===== src/rtl/pipe_pkg.sv =====
// Shared pipeline definitions for the writeback slice.
//   XLEN       : register and result data width
//   NREG       : number of architectural registers
//   REG_AW     : register address width
//   RESET_BASE : register i resets to RESET_BASE + i
//   wb_entry_t : one buffered result {dst, data}
package pipe_pkg;

  localparam int unsigned XLEN       = 32;
  localparam int unsigned NREG       = 32;
  localparam int unsigned REG_AW     = 5;
  localparam int unsigned RESET_BASE = 10;

  typedef struct packed {
    logic [REG_AW-1:0] dst;
    logic [XLEN-1:0]   data;
  } wb_entry_t;

  function automatic logic [XLEN-1:0] reg_reset_value(input int unsigned idx);
    return XLEN'(RESET_BASE + idx);
  endfunction

endpackage


===== src/rtl/wb_fifo.sv =====
// In-order result buffer for the writeback stage, built as a shift FIFO so
// entries[0] is always the oldest (head) and higher indices are younger.
//   clk, rst_n  : clock, synchronous active-low reset (empties the buffer)
//   push, push_entry : append an entry at the tail
//   pop         : drop the head entry
//   count       : number of valid entries
//   head        : oldest entry (entries[0])
//   entries     : all slots, oldest first; only the first 'count' are valid
module wb_fifo
  import pipe_pkg::*;
#(
  parameter int unsigned Depth = 2,
  localparam int unsigned CntW = $clog2(Depth + 1)
) (
  input  logic            clk,
  input  logic            rst_n,
  input  logic            push,
  input  wb_entry_t       push_entry,
  input  logic            pop,
  output logic [CntW-1:0] count,
  output wb_entry_t       head,
  output wb_entry_t       entries [Depth]
);

  wb_entry_t       mem_q [Depth];
  wb_entry_t       mem_d [Depth];
  logic [CntW-1:0] cnt_q, cnt_d;
  logic            pop_ok, push_ok;

  assign pop_ok  = pop && (cnt_q != '0);
  // A full buffer can still take a push when the head leaves the same cycle.
  assign push_ok = push && ((cnt_q != CntW'(Depth)) || pop_ok);

  always_comb begin
    mem_d = mem_q;
    cnt_d = cnt_q;
    if (pop_ok) begin
      for (int i = 0; i < int'(Depth) - 1; i++) begin
        mem_d[i] = mem_q[i+1];
      end
      cnt_d = cnt_q - CntW'(1);
    end
    if (push_ok) begin
      for (int i = 0; i < int'(Depth); i++) begin
        if (CntW'(i) == cnt_d) begin
          mem_d[i] = push_entry;
        end
      end
      cnt_d = cnt_d + CntW'(1);
    end
  end

  always_ff @(posedge clk) begin
    if (!rst_n) begin
      cnt_q <= '0;
      mem_q <= '{default: '0};
    end else begin
      cnt_q <= cnt_d;
      mem_q <= mem_d;
    end
  end

  assign count   = cnt_q;
  assign head    = mem_q[0];
  assign entries = mem_q;

endmodule


===== src/rtl/writeback.sv =====
// Writeback stage: buffers results from execute/memory, commits one per cycle
// into the register array and serves decode's two read ports with forwarding
// from the buffer plus per-register pending-writer tracking.
//   clk, rst_n          : clock, synchronous active-low reset
//   res_valid/res_ready : result handshake; res_ready = buffer not full
//   res_wen, res_dst, res_data : result payload (res_wen=0 drops it)
//   wb_stall            : hold the commit this cycle
//   iss_valid, iss_dst, iss_ready : decode announces a future writer of iss_dst
//   rd_addrN, rd_dataN, rd_busyN  : combinational read ports
module writeback
  import pipe_pkg::*;
#(
  parameter int unsigned FIFO_DEPTH = 2
) (
  input  logic              clk,
  input  logic              rst_n,
  input  logic              res_valid,
  output logic              res_ready,
  input  logic              res_wen,
  input  logic [REG_AW-1:0] res_dst,
  input  logic [XLEN-1:0]   res_data,
  input  logic              wb_stall,
  input  logic              iss_valid,
  input  logic [REG_AW-1:0] iss_dst,
  output logic              iss_ready,
  input  logic [REG_AW-1:0] rd_addr1,
  input  logic [REG_AW-1:0] rd_addr2,
  output logic [XLEN-1:0]   rd_data1,
  output logic [XLEN-1:0]   rd_data2,
  output logic              rd_busy1,
  output logic              rd_busy2
);

  localparam int unsigned CntW = $clog2(FIFO_DEPTH + 1);

  logic [CntW-1:0] fifo_count;
  wb_entry_t       fifo_head;
  wb_entry_t       fifo_entries [FIFO_DEPTH];
  wb_entry_t       push_entry;
  logic            accept, push, commit, issue;

  logic [XLEN-1:0]   regs_q [NREG];
  logic [1:0]        pend_q [NREG];
  logic [1:0]        pend_d [NREG];
  logic [REG_AW-1:0] rd_addr [2];
  logic [XLEN-1:0]   rd_data [2];

  // res_ready looks only at the registered count, never at wb_stall.
  assign res_ready  = (fifo_count != CntW'(FIFO_DEPTH));
  assign accept     = res_valid && res_ready;
  assign push       = accept && res_wen;
  assign commit     = (fifo_count != '0) && !wb_stall;
  assign push_entry = '{dst: res_dst, data: res_data};

  wb_fifo #(
    .Depth (FIFO_DEPTH)
  ) u_fifo (
    .clk        (clk),
    .rst_n      (rst_n),
    .push       (push),
    .push_entry (push_entry),
    .pop        (commit),
    .count      (fifo_count),
    .head       (fifo_head),
    .entries    (fifo_entries)
  );

  // Register array
  always_ff @(posedge clk) begin
    if (!rst_n) begin
      for (int i = 0; i < int'(NREG); i++) begin
        regs_q[i] <= reg_reset_value(i);
      end
    end else if (commit) begin
      regs_q[fifo_head.dst] <= fifo_head.data;
    end
  end

  // Read ports: array value, overridden by buffered entries oldest to youngest
  // so the youngest matching entry wins.
  assign rd_addr[0] = rd_addr1;
  assign rd_addr[1] = rd_addr2;

  always_comb begin
    for (int p = 0; p < 2; p++) begin
      rd_data[p] = regs_q[rd_addr[p]];
      for (int i = 0; i < int'(FIFO_DEPTH); i++) begin
        if ((CntW'(i) < fifo_count) && (fifo_entries[i].dst == rd_addr[p])) begin
          rd_data[p] = fifo_entries[i].data;
        end
      end
    end
  end

  assign rd_data1 = rd_data[0];
  assign rd_data2 = rd_data[1];

  // Pending counters: the writer stops being pending once its result is
  // buffered, since forwarding makes it visible from then on.
  assign iss_ready = (pend_q[iss_dst] != 2'd3);
  assign issue     = iss_valid && iss_ready;

  always_comb begin
    for (int r = 0; r < int'(NREG); r++) begin
      logic inc, dec;
      inc       = issue && (iss_dst == REG_AW'(r));
      dec       = push && (res_dst == REG_AW'(r));
      pend_d[r] = pend_q[r];
      if (inc && !dec) begin
        pend_d[r] = pend_q[r] + 2'd1;
      end else if (dec && !inc && (pend_q[r] != 2'd0)) begin
        pend_d[r] = pend_q[r] - 2'd1;
      end
    end
  end

  always_ff @(posedge clk) begin
    if (!rst_n) begin
      pend_q <= '{default: '0};
    end else begin
      pend_q <= pend_d;
    end
  end

  assign rd_busy1 = (pend_q[rd_addr1] != 2'd0);
  assign rd_busy2 = (pend_q[rd_addr2] != 2'd0);

  // A result for a register with no pending writer is a protocol error.
  logic pend_underflow;
  assign pend_underflow = push && (pend_q[res_dst] == 2'd0) &&
                          !(issue && (iss_dst == res_dst));

  a_no_pend_underflow : assert property (@(posedge clk) disable iff (!rst_n)
    !pend_underflow);

endmodule


===== config.mk =====
export PLATFORM = sky130hd
export DESIGN_NAME = writeback
export DESIGN_NICKNAME = d
export VERILOG_FILES = /design/src/rtl/pipe_pkg.sv /design/src/rtl/wb_fifo.sv /design/src/rtl/writeback.sv
export SDC_FILE = /design/constraint.sdc
export NUM_CORES = 2
export LEC_CHECK = 0
export CORE_UTILIZATION = 30
export DETAILED_ROUTE_END_ITERATION = 6
export MAX_ROUTING_LAYER = met4
export PLACE_DENSITY = 0.5
export SLEW_MARGIN = 40
export SYNTH_ARGS = -nofsm -noshare
export SYNTH_HDL_FRONTEND = slang
export SYNTH_SLANG_ARGS = --single-unit

===== constraint.sdc =====
create_clock -name clk -period 5.5 [get_ports clk]
set_input_delay 1.65 -clock clk [delete_from_list [all_inputs] [get_ports clk]]
set_output_delay 1.65 -clock clk [all_outputs]
set_load 0.02 [all_outputs]

# Word-level counts from Yosys, hierarchy flattened
# Memory sizes are Yosys's and may differ from the RTL's.
# Index checks and enable logic that the tools add are counted.
# Widths: inputs -> output; s select.
[totals]
in_bits = 58
reg_bits = 140
mem_bits_rw = 1024
memories = 1
out_inout_bits = 68
word_cells = 579
[mem_list]
columns = ["memory", "words", "width", "read_ports", "rd_clocked_by_memory_dff", "write_ports", "line", "text"]
rows = [
  ["regs_q", 32, 32, 2, 0, 32, "writeback.sv:42", "logic [XLEN-1:0] regs_q [NREG];"],
]
[classes]
bitwise_logic = 3
addsub = 66
order_cmp = 5
eq_ne = 69
mux = 90
n_reduce_logical = 308
[ops]
columns = ["cell", "count"]
rows = [
  ["$logic_and 1x1->1", 170],
  ["$eq 5x5->1 const B", 32],
  ["$mux 32", 5],
  ["$mux 2", 72],
  ["$reduce_bool 2->1", 67],
  ["$mux 37", 3],
  ["$eq 5x4->1 const B", 16],
  ["$mux 74", 1],
  ["$add 2x1->2 const B", 33],
  ["$sub 2x1->2 const B", 33],
  ["$logic_not 1->1", 65],
  ["$eq 5x3->1 const B", 8],
  ["$reduce_or 32->1", 1],
  ["$bmux 2 s5", 3],
  ["$eq 5x2->1 const B", 4],
  ["$eq 5x5->1", 4],
  ["$ge 6x6->1 const B", 3],
  ["$not 5->6", 3],
  ["$eq 5x1->1 const B", 2],
  ["$logic_not 5->1", 2],
  ["$mux 1", 5],
  ["$mux 5", 1],
  ["$lt 1x2->1 const A", 2],
  ["$ne 2x2->1 const B", 2],
  ["4 further kinds", 4],
]

# Longest topological paths before layout
[depth]
ltp_word = 12
ltp_mapped = 11
depth_no_buf = 9

# Modules after synthesis
# From an unflattened synthesis, not the netlist that was laid out.
[hier_totals]
cells_unflattened = 5425
area_unflattened_um2 = 65183.8
[modules_own_cells]
columns = ["mod", "instances", "seq_area_each_um2", "area_each_um2", "cells_per_inst"]
rows = [
  ["writeback", 1, 32030.7, 61556.5, 5044],
  ["wb_fifo", 1, 1521.5, 3627.2, 381],
]

# Worst setup path after synthesis
# OpenSTA, ideal clock, no wires.
[synth_path]
path_kind = "input-to-reg"
from = "input wb_stall"
to = "memory regs_q[24][0] (enable)"
n_path_buf = 2
setup_slack_ns = -0.002
cell_stages = 6
t_required_ns = 5.034
t_arrival_ns = 5.036
path_cell_list = "nor2_1 nand2_1 or3_1 clkbuf_1 clkbuf_1 o21ai_0"
[synth_rtl]
columns = ["element", "line", "text"]
rows = [
  ["from (decl)", "writeback.sv:22", "input logic wb_stall,"],
  ["to (decl)", "writeback.sv:42", ""],
]

# Worst setup path after layout
[layout_path]
from = "input rd_addr1[0]"
to = "output rd_data1[29]"
[layout_between]
elab_chain_cells = 4
elab_cells_between_ends = 7
cone_classes = "eq/ne (2); mux (2); reduce/logical (2); memory (1)"
[layout_rtl]
columns = ["element", "line", "text"]
rows = [
  ["from (decl)", "writeback.sv:26", "input logic [REG_AW-1:0] rd_addr1,"],
  ["branches (longest 3 deep; another with $mem_v2 32x32)", "-", ""],
  ["$mux 32 (*)", "writeback.sv:88", "if ((CntW'(i) < fifo_count) && (fifo_entries[i].dst == rd_addr[p])) begin"],
  ["to (decl)", "writeback.sv:28", "output logic [XLEN-1:0] rd_data1,"],
]
# Mark *: on every way between the ends.

==> reports/metrics.cfg <==
[run_status]
status=complete, but fails checks
violations=negative setup slack

[grt]
antenna_found_initial=22
grt_pass1_vias=42400
grt_max_degree=86
grt_pass1_wl_mm=342
grt_usage_pct=23.8
grt_overflow=0

[sta]
setup_viol=12
relSlewSlack_pct=38.4
skew_ps=43.1
final-hold-violation-count=0
finalCritPeriodShare_pct=101
final.setup.worst_slack_ps=-71.1
clock.fmax_ghz=0.179
rsz0062_at_grt=true
slew_viol_final=0
tightest_slew_ps=924
min_period_ps=5570

[floorplan]
initial_utilization_pct=30.3
die_area_um2=212000
pin_count=126
die_w_um=460
rows=167
core_um2=208000
die_h_um=460

[cts]
cts_buffers=142
clock_path_buffers=3
clkLatencyLatePin_ps=810
cts_root_buf=clkbuf_16
htreeDepth=4
hold_buffers=0
cts_tree=done
cts.sinks=1164
cts.clk_slew.worst_paths_ps=60

[route]
drt_iter0_markers=5399
dr.pass1.iters=6
highest_layer=met4
route.met3.wl_mm=19.6
viasPerCell=5.70
ant_nets=0
wl_met2_mm=116
met1_length_mm=101
drt-total-wl_mm=246
wire_per_inst_um=32.4
drc_errors=0
num_vias=43300

[power]
p_clk_share_pct=39.4
ir_drop_uv=349
internal_power_mw=17.1
cellPowerDensity_nw_per_um2=313
sw_frac_of_total_pct=29.5
combPwrFrac_pct=16.8
seqPwrFrac_pct=43.7
p_switching_mw=7.16
total_leakage_power_nw=26.7

[logic_synthesis]
ys_types=57
synth.most_common_cell=edfxtp_1
postSynth.asyncResetShare_pct=0
yosys.area.top_type=edfxtp_1
postSynthNetCount=4429
synth_top_cell_area_share_pct=48.9
postSynthCellCount=4366
synth_seq_cells=1164
yosysSeqAreaShare_pct=53.3
yosys-top-cells-count=1,024 x edfxtp_1, 935 x and2_1, 667 x mux4_2, 371 x clkbuf_1, 171 x nand2_1
synth_area_um2=62900
synth-edff-count=1024
avgSynthCellArea_um2=14.4
synth_flop_cell=edfxtp_1
synthTopCellsByArea=edfxtp_1 49%, mux4_2 24%, and2_1 9.3%
ys_warn_count=0

[cells_and_area]
drive_gt1_share_pct=34.2
area_delta_synth_final_pct=23.5
fillers=19400
final_nets=4742
layout.cells.non_filler=7592

[place]
port_buffers=125
dp_hpwl_mm=155
detailedPlace.worstSlack_ps=-468
finalWeightedCongestion=0.858
place_inst=7250

[setup_path]
cp_data_arrival_time_ps=3920
worst_setup_path_end_kind=output port
critPathKind=in2out
crit_required_ps=3850
start_kind=input pin
critPathMaxFanout=7

[flow_run]
max_cap_violations=0

[worst_hold_path]
hp-class=reg2reg

[final cells by class]
type / count / area (um2) / area share [%]
clock buffers: 187 / 3820 / 4.92
well taps: 2788 / 3490 / 4.49
flip-flops and latches: 1164 / 33600 / 43.2
inverters: 30 / 120 / 0.155
diodes: 11 / 27.5 / 0.0354
multi-input cells: 2714 / 28700 / 36.9
repair buffers: 627 / 7150 / 9.21
clock inverters: 71 / 835 / 1.07
[layout by cell type (no fill, tap or decap), types with 29 or more instances in the layout]
master / instances
edfxtp_1: 1024
and2_1: 934
mux4_2: 667
buf_4: 346
nand2_1: 166
clkbuf_16: 148
a21oi_1: 132
dfxtp_1: 122
nor2_1: 117
buf_12: 114
or3_1: 93
o21ai_0: 68
o22ai_1: 62
clkdlybuf4s50_1: 45
buf_6: 39
a311oi_1: 37
clkbuf_1: 36
nor2_4: 33
mux2i_1: 32
o21ai_4: 32
nand3_1: 30
inv_1: 29
[sequential cells by signal, indices dropped and copies added (netlist names)]
| signal | count |
|---|---|
| u_fifo.count | 2 |
| regs_q | 1024 |
| pend_q | 64 |
| u_fifo.entries | 74 |
[logic make-up (layout without fill, tap and decap cells)]
group / count (synthesis) / after routing / synth area share, %
fa+ha+maj: 5 / 5 / 0.0994
flops: 1164 / 1164 / 53.3
xor+xnor: 37 / 37 / 0.515
buf+inv: 488 / 915 / 2.99
compound gates: 444 / 444 / 4.36
other cells: 0 / 11 / 0
mux: 741 / 741 / 25.2
simple gates: 1487 / 1487 / 13.5
[metrics by stage]
stage                     hold slack (ps)  utilization, %  area [um2]  setup TNS [ps]  power [mW]
after floorplan                       463               -       62900            -196        12.6
after global placement                475            34.2       71100          -20290        14.6
after detailed placement              480            34.2       71100          -19920        14.7
after CTS                             489            37.2       77200           -1060        24.3
after global routing                  510            37.4       77700           -1070        24.9
final                                 490            37.4       77700            -433        24.3
[power groups by stage]
stage / Combinational [mW] / Sequential [mW] / Clock (mW)
after floorplan: 2.19 / 10.4 / 0
after global placement: 3.84 / 10.8 / 0
after detailed placement: 3.86 / 10.8 / 0
after CTS: 4.02 / 10.6 / 9.67
after global routing: 4.24 / 10.7 / 10.0
final: 4.08 / 10.6 / 9.58
[layer usage]
| layer | vias to the layer above | track usage [%] |
|---|---|---|
| met4 | 0 | 8.58 |
| met2 | 2242 | 36.7 |
| met5 | - | - |
| met1 | 23000 | 31.6 |
| li1 | 17600 | - |
| met3 | 434 | 3.75 |
[path summary, 6_finish.rpt]
| kind | depth (start not counted) | end | slack (ps) | from |
|---|---|---|---|---|
| setup / recovery | 10 | rd_data1[29] | -70 | rd_addr1[0] |
| hold / removal | 2 | u_fifo.entries[11] | 490 | u_fifo.entries[11] |
| setup reg to reg | 10 | regs_q[26][23] | 1990 | u_fifo.count[0] |
| hold reg to reg | 2 | u_fifo.entries[11] | 490 | u_fifo.entries[11] |
[what timing repair did]
action / 4_1_cts / 5_1_grt
resized for setup: 310 / 69
pin swaps: 15 / 16
gates cloned: 16 / 5
buffers inserted: 37 / 24
endpoints found under the setup margin: 67 / 52
endpoints found under the hold margin: 0 / 0
[critical path: stages]
cell and delay [ps]:
buf_16 140, buf_16 180, buf_16 140, buf_8 110, mux4_2 490, mux4_2 570
mux2i_1 170, buf_4 190, a21oi_2 80, buf_6 130
No activity file was read; power rests on OpenSTA's default activity.
